===== src/rtl/apb_master_bridge.sv =====
// APB requester: turns single-outstanding command/response requests into
// SETUP/ACCESS transfers, with pready wait states and an optional wait timeout.
module apb_master_bridge #(
  parameter int ADDR_W  = 32,
  parameter int DATA_W  = 32,
  parameter int TIMEOUT = 16
) (
  input  logic              pclk,
  input  logic              rst,
  input  logic              cmd_valid,
  output logic              cmd_ready,
  input  logic              cmd_write,
  input  logic [ADDR_W-1:0] cmd_addr,
  input  logic [DATA_W-1:0] cmd_wdata,
  output logic              rsp_valid,
  output logic [DATA_W-1:0] rsp_rdata,
  output logic              rsp_err,
  output logic [ADDR_W-1:0] paddr,
  output logic              psel,
  output logic              penable,
  output logic              pwrite,
  output logic [DATA_W-1:0] pwdata,
  input  logic              pready,
  input  logic [DATA_W-1:0] prdata
);

  localparam int CNT_W = ($clog2(TIMEOUT + 1) < 1) ? 1 : $clog2(TIMEOUT + 1);
  localparam bit TO_EN = (TIMEOUT != 0);
  localparam logic [CNT_W-1:0] CNT_LAST = CNT_W'(TIMEOUT - 1);

  typedef enum logic [1:0] {
    S_IDLE,
    S_SETUP,
    S_ACCESS
  } state_t;

  state_t            state_q, state_d;
  logic              cmd_ready_q, cmd_ready_d;
  logic              psel_q, psel_d;
  logic              penable_q, penable_d;
  logic              pwrite_q, pwrite_d;
  logic [ADDR_W-1:0] paddr_q, paddr_d;
  logic [DATA_W-1:0] pwdata_q, pwdata_d;
  logic              rsp_valid_q, rsp_valid_d;
  logic              rsp_err_q, rsp_err_d;
  logic [DATA_W-1:0] rsp_rdata_q, rsp_rdata_d;
  logic [CNT_W-1:0]  cnt_q, cnt_d;

  // Wait counter never wraps, even when the timeout is disabled.
  function automatic logic [CNT_W-1:0] sat_inc(input logic [CNT_W-1:0] v);
    return (v == '1) ? v : v + 1'b1;
  endfunction

  always_comb begin
    state_d     = state_q;
    psel_d      = psel_q;
    penable_d   = penable_q;
    pwrite_d    = pwrite_q;
    paddr_d     = paddr_q;
    pwdata_d    = pwdata_q;
    rsp_valid_d = 1'b0;
    rsp_err_d   = rsp_err_q;
    rsp_rdata_d = rsp_rdata_q;
    cnt_d       = cnt_q;
    case (state_q)
      S_IDLE: begin
        if (cmd_valid && cmd_ready_q) begin
          paddr_d   = cmd_addr;
          pwrite_d  = cmd_write;
          pwdata_d  = cmd_wdata;
          psel_d    = 1'b1;
          penable_d = 1'b0;
          state_d   = S_SETUP;
        end
      end
      S_SETUP: begin
        penable_d = 1'b1;
        cnt_d     = '0;
        state_d   = S_ACCESS;
      end
      S_ACCESS: begin
        if (pready) begin
          psel_d      = 1'b0;
          penable_d   = 1'b0;
          state_d     = S_IDLE;
          rsp_valid_d = 1'b1;
          rsp_err_d   = 1'b0;
          rsp_rdata_d = pwrite_q ? '0 : prdata;
        end else if (TO_EN && (cnt_q == CNT_LAST)) begin
          psel_d      = 1'b0;
          penable_d   = 1'b0;
          state_d     = S_IDLE;
          rsp_valid_d = 1'b1;
          rsp_err_d   = 1'b1;
          rsp_rdata_d = '0;
        end else begin
          cnt_d = sat_inc(cnt_q);
        end
      end
      default: begin
        psel_d    = 1'b0;
        penable_d = 1'b0;
        state_d   = S_IDLE;
      end
    endcase
    cmd_ready_d = (state_d == S_IDLE);
  end

  always_ff @(posedge pclk) begin
    if (rst) begin
      state_q     <= S_IDLE;
      cmd_ready_q <= 1'b1;
      psel_q      <= 1'b0;
      penable_q   <= 1'b0;
      pwrite_q    <= 1'b0;
      paddr_q     <= '0;
      pwdata_q    <= '0;
      rsp_valid_q <= 1'b0;
      rsp_err_q   <= 1'b0;
      rsp_rdata_q <= '0;
      cnt_q       <= '0;
    end else begin
      state_q     <= state_d;
      cmd_ready_q <= cmd_ready_d;
      psel_q      <= psel_d;
      penable_q   <= penable_d;
      pwrite_q    <= pwrite_d;
      paddr_q     <= paddr_d;
      pwdata_q    <= pwdata_d;
      rsp_valid_q <= rsp_valid_d;
      rsp_err_q   <= rsp_err_d;
      rsp_rdata_q <= rsp_rdata_d;
      cnt_q       <= cnt_d;
    end
  end

  assign cmd_ready = cmd_ready_q;
  assign psel      = psel_q;
  assign penable   = penable_q;
  assign pwrite    = pwrite_q;
  assign paddr     = paddr_q;
  assign pwdata    = pwdata_q;
  assign rsp_valid = rsp_valid_q;
  assign rsp_err   = rsp_err_q;
  assign rsp_rdata = rsp_rdata_q;

endmodule


===== config.mk =====
export PLATFORM = sky130hd
export DESIGN_NAME = apb_master_bridge
export DESIGN_NICKNAME = d
export VERILOG_FILES = /design/src/rtl/apb_master_bridge.sv
export SDC_FILE = /design/constraint.sdc
export NUM_CORES = 1
export LEC_CHECK = 0
export ABC_AREA = 1
export CAP_MARGIN = 10
export CORE_MARGIN = 1
export CORE_UTILIZATION = 39
export CTS_BUF_LIST = sky130_fd_sc_hd__clkbuf_16
export DETAILED_ROUTE_END_ITERATION = 7
export HOLD_SLACK_MARGIN = 0.12
export PLACE_DENSITY = 0.86
export RECOVER_POWER = 50
export SYNTH_ARGS = -nofsm -noshare
export SYNTH_HDL_FRONTEND = slang
export SYNTH_SLANG_ARGS = --single-unit

===== constraint.sdc =====
create_clock -name pclk -period 2.6 [get_ports pclk]
set_input_delay 0.39 -clock pclk [delete_from_list [all_inputs] [get_ports pclk]]
set_output_delay 0.39 -clock pclk [all_outputs]
set_load 0.005 [all_outputs]

==> summary.txt <==
Run status
  – Status: finished, final reports clean

Synthesis
  – Post-Syn Area: approximately 0.004 mm²
  – Post-Synthesis Cells: 507
  – Top cell type by total area after synthesis: dfxtp_1
  – Mapped Nets: a little over 600
  – Seq/Total Area, Yosys: 0.551
  – Synth top area cells: dfxtp_1 (55%), nor2_1 (14%), nand2_1 (7.7%), o21ai_0 (6.8%), a21oi_1 (4.7%)
  – Yosys reg bits: approximately 110
  – Share of the synthesized area in the top cell type: 0.551
  – Synth cell types: 21
  – Synth Warn #: 0
  – Syn avg cell area: around 7.8 µm²

Floorplanning
  – Initial core utilization: 0.403
  – Die X-Extent: between 100 and 150 µm
  – Core footprint: 0.00982 mm²
  – Num rows: 36
  – IO Pins: approximately 200
  – Die area: approximately 0.011 mm²
  – Die Ht: 103 µm

Global route
  – GRT met3 Usage: 0.0671
  – GRT overflow: 0
  – Vias in the first global route: between 3000 and 4000
  – First-pass GRT wire length: approximately 16 mm
  – Met1 Resource Use GR: 0.200
  – Overall routing resource usage: 0.193
  – M2 GR Usage: 0.358
  – Largest net degree at the start of global routing: 70
  – Global routing's busiest layer: met2
  – Number of antenna violations at the first check in global routing: 0

Route
  – Pre-Repair DR Iteration Count: 4
  – Via-to-Cell Ratio: approximately 4.8
  – Antenna Nets Post-Route: 0
  – Via count: between 3000 and 4000
  – Drt initial violations: approximately 110
  – Routed WL per cell: 13.0 µm
  – # DRC: 0
  – Post-Route WL: between 10 and 15 mm

Timing
  – Final period demand of the worst path: 2.01 ns
  – Final Hold Viols: 0
  – Skew final: around 0.010 ns
  – F_max: roughly 0.5 GHz
  – Slew HR: 0.278
  – RSZ-0062 raised after global routing: no
  – Worst-margin pin slew: about 1.1 ns
  – Max Transition Viols Final: 0
  – Setup ws final: slightly below 0.6 ns
  – Final Cycle Share: 0.772
  – Final Setup Violations: 0
  – TNS Setup: 0 ns

Clock tree
  – Post-CTS Setup Inserts: 0
  – Worst-skew pair later-pin latency: 0.34 ns
  – CTS hold repair buffers: 0
  – H-Tree Depth: 3
  – CTS sink cnt: approximately 110
  – Post-CTS sizing: 0
  – TritonCTS clock tree: built
  – Clk buf depth: 2
  – Num CTS Buffers: 9
  – Clk slew on worst S/H paths: ~0.080 ns
  – CTS root buf: clkbuf_16

Finish
  – P&R area growth vs syn: 58.9%
  – Share of layout cells above drive strength 1: 0.0401
  – Fillers: 840
  – Antenna fix cells: 0
  – Nets: 797
  – Fin util: 0.641
  – Post-Layout Cell Count: between 800 and 900

Power and ir drop
  – Worst VDD drop: between 0.0004 and 0.0005 V
  – Total power: approximately 4.0 mW
  – PwrDens: between 600 and 700 mW/mm²
  – Leakage power: ~2.7 nW

Placed design
  – PortBufs: between 200 and 250
  – Routability Congestion: between 0.8 and 0.9
  – Placed cell count: approximately 820
  – Worst slack at placement: ~0.44 ns
  – DP Wirelength: 7.65 mm

Setup path
  – Setup CP Type: reg2reg
  – Crit. End Element: register
  – Worst path most repeated cell: nand2_1
  – CP Data Arrival Time: ~2.3 ns
  – Required time worst endpoint: between 2 and 3 ns
  – RR Endpoint: rsp_rdata[5]$_SDFFE_PP0P_
  – Slowest CP cell: buf_4
  – Worst Reg-to-Reg Cells: 10
  – Crit-path cells: ha_1 > nand2_1 > nor2_1 > ha_1 > inv_1 > nand2_1 > nand2_1 > buf_4 > nand2_1 > a21oi_1
  – Slack of the worst reg-to-reg path: between 0.5 and 0.6 ns
  – Startpoint types: register
  – Crit path max fanout: 33
  – R2R Path Start: cnt_q[0]$_SDFFE_PP0P_
  – Worst path max stage delay: around 0.38 ns

Min path
  – HP Start: rsp_err$_SDFFE_PP0P_
  – Hold Crit Class: reg2reg
  – Hold path depth: 2
  – Hold Path End: rsp_err$_SDFFE_PP0P_

Run
  – Max cap viols: 0
## cell usage after synthesis
cell type / n
clkbuf_4: 2
nor2_2: 1
nor3_4: 1
nand3_1: 5
a21oi_1: 37
nand2_2: 1
inv_1: 15
o21ai_1: 15
buf_2: 5
inv_2: 2
buf_4: 1
clkbuf_1: 15
o21ai_0: 54
nor2_1: 148
buf_6: 9
nand4_1: 1
nand2_4: 1
dfxtp_1: 109
nand2_1: 81
nor3_2: 1
ha_1: 3
## state kept, by name (all words and copies together), names as in the netlist
name / count
pwdata: 32
rsp_rdata: 32
cmd_ready: 1
pwrite: 1
rsp_err: 1
psel: 1
state_q: 2
paddr: 32
penable: 1
rsp_valid: 1
cnt_q: 5
## cells in the final DEF (no fill, tap or decap), types with 2 or more instances in the layout
cell and n:
clkinv_4 2, o21ai_0 54, clkbuf_16 9, inv_1 15
inv_6 2, o21ai_1 15, clkdlybuf4s50_1 100, ha_1 3
nor3_4 2, nor2_1 148, a21oi_1 37, nand2_1 81
nand3_1 5, dlygate4sd3_1 102, dfxtp_1 109, buf_4 5
inv_2 2
## where the power goes
part	switching [mW]	internal (mW)
Combinational	0.310	0.384
Sequential	0.0707	1.81
Clock	0.627	0.763
## cells by family (layout without fill, tap and decap cells)
logic type      count (synthesis)  in the layout  synth area share
buf+inv                        49            240            0.0679
simple gates                  240            240             0.238
fa+ha+maj                       3              3           0.00948
compound gates                106            106             0.134
flops                         109            109             0.551
## worst max path at each step
stage	cells past startpoint	endpoint	startpoint
2_1_floorplan	11	rsp_rdata[22]$_SDFFE_PP0P_	cnt_q[0]$_SDFFE_PP0P_
3_3_place_gp	7	psel$_SDFFE_PP0P_	cmd_valid
3_5_place_dp	7	psel$_SDFFE_PP0P_	cmd_valid
4_1_cts	10	rsp_rdata[5]$_SDFFE_PP0P_	cnt_q[0]$_SDFFE_PP0P_
5_1_grt	10	rsp_rdata[6]$_SDFFE_PP0P_	cnt_q[0]$_SDFFE_PP0P_
6_report	10	rsp_rdata[5]$_SDFFE_PP0P_	cnt_q[0]$_SDFFE_PP0P_
## metal layers
| layer | routed length [µm] | vias up |
|---|---|---|
| met1 | 4220 | 1798 |
| met2 | 5370 | 160 |
| li1 | - | 1978 |
| met5 | 0 | - |
| met4 | 136 | 0 |
| met3 | 1060 | 14 |
## cell type report
cell class | count | area [µm²] | area share
Clock inverter | 7 | 81.3 | 0.0129
Timing Repair Buffer | 207 | 2060 | 0.327
Tap cell | 133 | 166 | 0.0264
Clock buffer | 9 | 225 | 0.0358
Multi-Input combinational cell | 349 | 1520 | 0.241
Inverter | 17 | 63.8 | 0.0101
Sequential cell | 109 | 2180 | 0.347
## worst max-delay path, delay by kind of cell (launching register included)
family                   cells  cell delay, ns
adder cells (fa/ha/maj)      2            0.40
AND/OR/NAND/NOR              5            0.57
AO/OA/AOI/OAI                1            0.19
flip-flops                   1            0.34
buffers and inverters        2            0.44
## stage by stage
step           cell area, µm²  hold slack [ns]
2_1_floorplan            3960            0.440
3_3_place_gp             5990            0.441
3_5_place_dp             5990            0.443
4_1_cts                  6290            0.455
5_1_grt                  6290            0.472
6_report                 6290            0.446
(Power assumes the default switching activity.)
==> RTL edit: new RTL, config.mk and constraints unchanged <==
`rsp_rdata_q` no longer has a reset.
--- a/src/rtl/apb_master_bridge.sv
+++ b/src/rtl/apb_master_bridge.sv
@@ -119,3 +119,2 @@
       rsp_err_q   <= 1'b0;
-      rsp_rdata_q <= '0;
       cnt_q       <= '0;
@@ -131,5 +130,8 @@
       rsp_err_q   <= rsp_err_d;
-      rsp_rdata_q <= rsp_rdata_d;
       cnt_q       <= cnt_d;
     end
+  end
+
+  always_ff @(posedge pclk) begin
+    rsp_rdata_q <= rsp_rdata_d;
   end
Formal check against the unedited RTL: differs if rst is asserted again (counterexample within 4 cycles, from zero or initial values and one cycle with rst high); with rst held inactive, the same outputs for 4 cycles.
==> RTL edit against the unedited design <==
- synthesized area is 5.3% higher
- total power grew 3.2%
- worst setup slack got worse by 0.13 ns
- die area increased by 5.2%
- wire length grew 2.6%
- clock skew decreased by 0.0011 ns
- cell area grew 3.9%
- count of clock-buffer cells in the layout is the same
- utilization fell by 0.76 points
- sequential cell count unchanged
- via count fell by 5.2%
- critical endpoint is now rsp_rdata[4]
- largest power group unchanged
==> RTL edit: results <==
{
  "grt_pass1_vias": 3758,
  "clockBufferDepth": 2,
  "pre_cts_ws_ns": 0.503,
  "multi_input_area_share_pct": 19.8,
  "cts_buffers": 9,
  "slowest_delay_ns": 0.38,
  "yosysSeqAreaShare_pct": 60.0,
  "synth-edff-count": 32,
  "cp_max_fo": 25,
  "dp.cells": 781,
  "grt_max_degree": 67,
  "clock_power_uw": 1370,
  "seqCellArea_um2": 2500,
  "io_buffers": 202,
  "power.leakage_uw": 0.00281,
  "antenna_found_initial": 0,
  "buf_share_pct": 32.0,
  "drt_iter0_drc": 127,
  "worst_path_dominant_cell_family": "buffers and inverters",
  "yosysUniqueCellTypes": 20,
  "synthTopCellsByCount": "nor2_1, dfxtp_1, inv_1, nor2_2, o21ai_1",
  "ir_worst_vdd_mv": 0.338,
  "post_cts_buffers": 0,
  "crit_arrival_ns": 2.19,
  "antenna_cells": 0,
  "syn_area_per_cell_um2": 9.00,
  "fin_area_um2": 6540,
  "dpl_cell_area_um2": 6240,
  "fin_skew_ns": 0.00931,
  "track_usage_pct": 20.3,
  "clock-sinks": 109,
  "multi_input_cells": 280,
  "finalWirelength_um": 11100,
  "swShare_pct": 25.3,
  "power.share.sequential_pct": 47.9,
  "synth-compound-area-share_pct": 8.88,
  "ys_top_cells_by_area": "dfxtp_1, edfxtp_1, nor2_1, nor2_2, o21ai_1",
  "tritoncts": "built",
  "status": "finished, final reports clean",
  "vias": 3744,
  "p_switching_uw": 1040,
  "synth_fp_nets": 567,
  "grt_pass1_wl_um": 17800,
  "place.gp.congestion": 0.814,
  "nNetsFinal": 760,
  "crit_slowest_cell": "dfxtp_1",
  "instances_no_fill": 797,
  "buffers": 208,
  "clk_share_pct": 4.55,
  "detailed_place_hpwl_um": 8120,
  "synth_fa_ha_area_share_pct": 0.900,
  "worstSkewPairLatency_ns": 0.34,
  "layout-drive-gt1-share_pct": 9.68,
  "tap_cells": 136,
  "inverters": 48,
  "max-slew-margin-rel_pct": 30.8,
  "fillers": 829
}
==> RTL edit: cell types whose count changed in the layout (fill, tap and decap cells not counted), moves of 30 or more <==
| cell | change |
|---|---|
| nand2_1 | -61 |
| a21oi_1 | -30 |
| edfxtp_1 | +32 |
| inv_1 | +32 |
| nor2_2 | +40 |
| dfxtp_1 | -32 |
==> RTL edit: final timing paths <==
check / start / endpoint / slack (ns) / depth (start not counted)
worst min-delay path: rsp_err / rsp_err / 0.47 / 2
worst max register to register: cnt_q[0] / rsp_rdata[4] / 0.46 / 9
worst max-delay path: cnt_q[0] / rsp_rdata[4] / 0.46 / 9
worst min register to register: rsp_err / rsp_err / 0.47 / 2
==> RTL edit: layer usage <==
| metal | wire length (µm) | global-route usage, % |
|---|---|---|
| met4 | 345 | 9.86 |
| met5 | 0 | 0 |
| met2 | 5660 | 36.3 |
| met3 | 742 | 5.19 |
| met1 | 4320 | 22.2 |
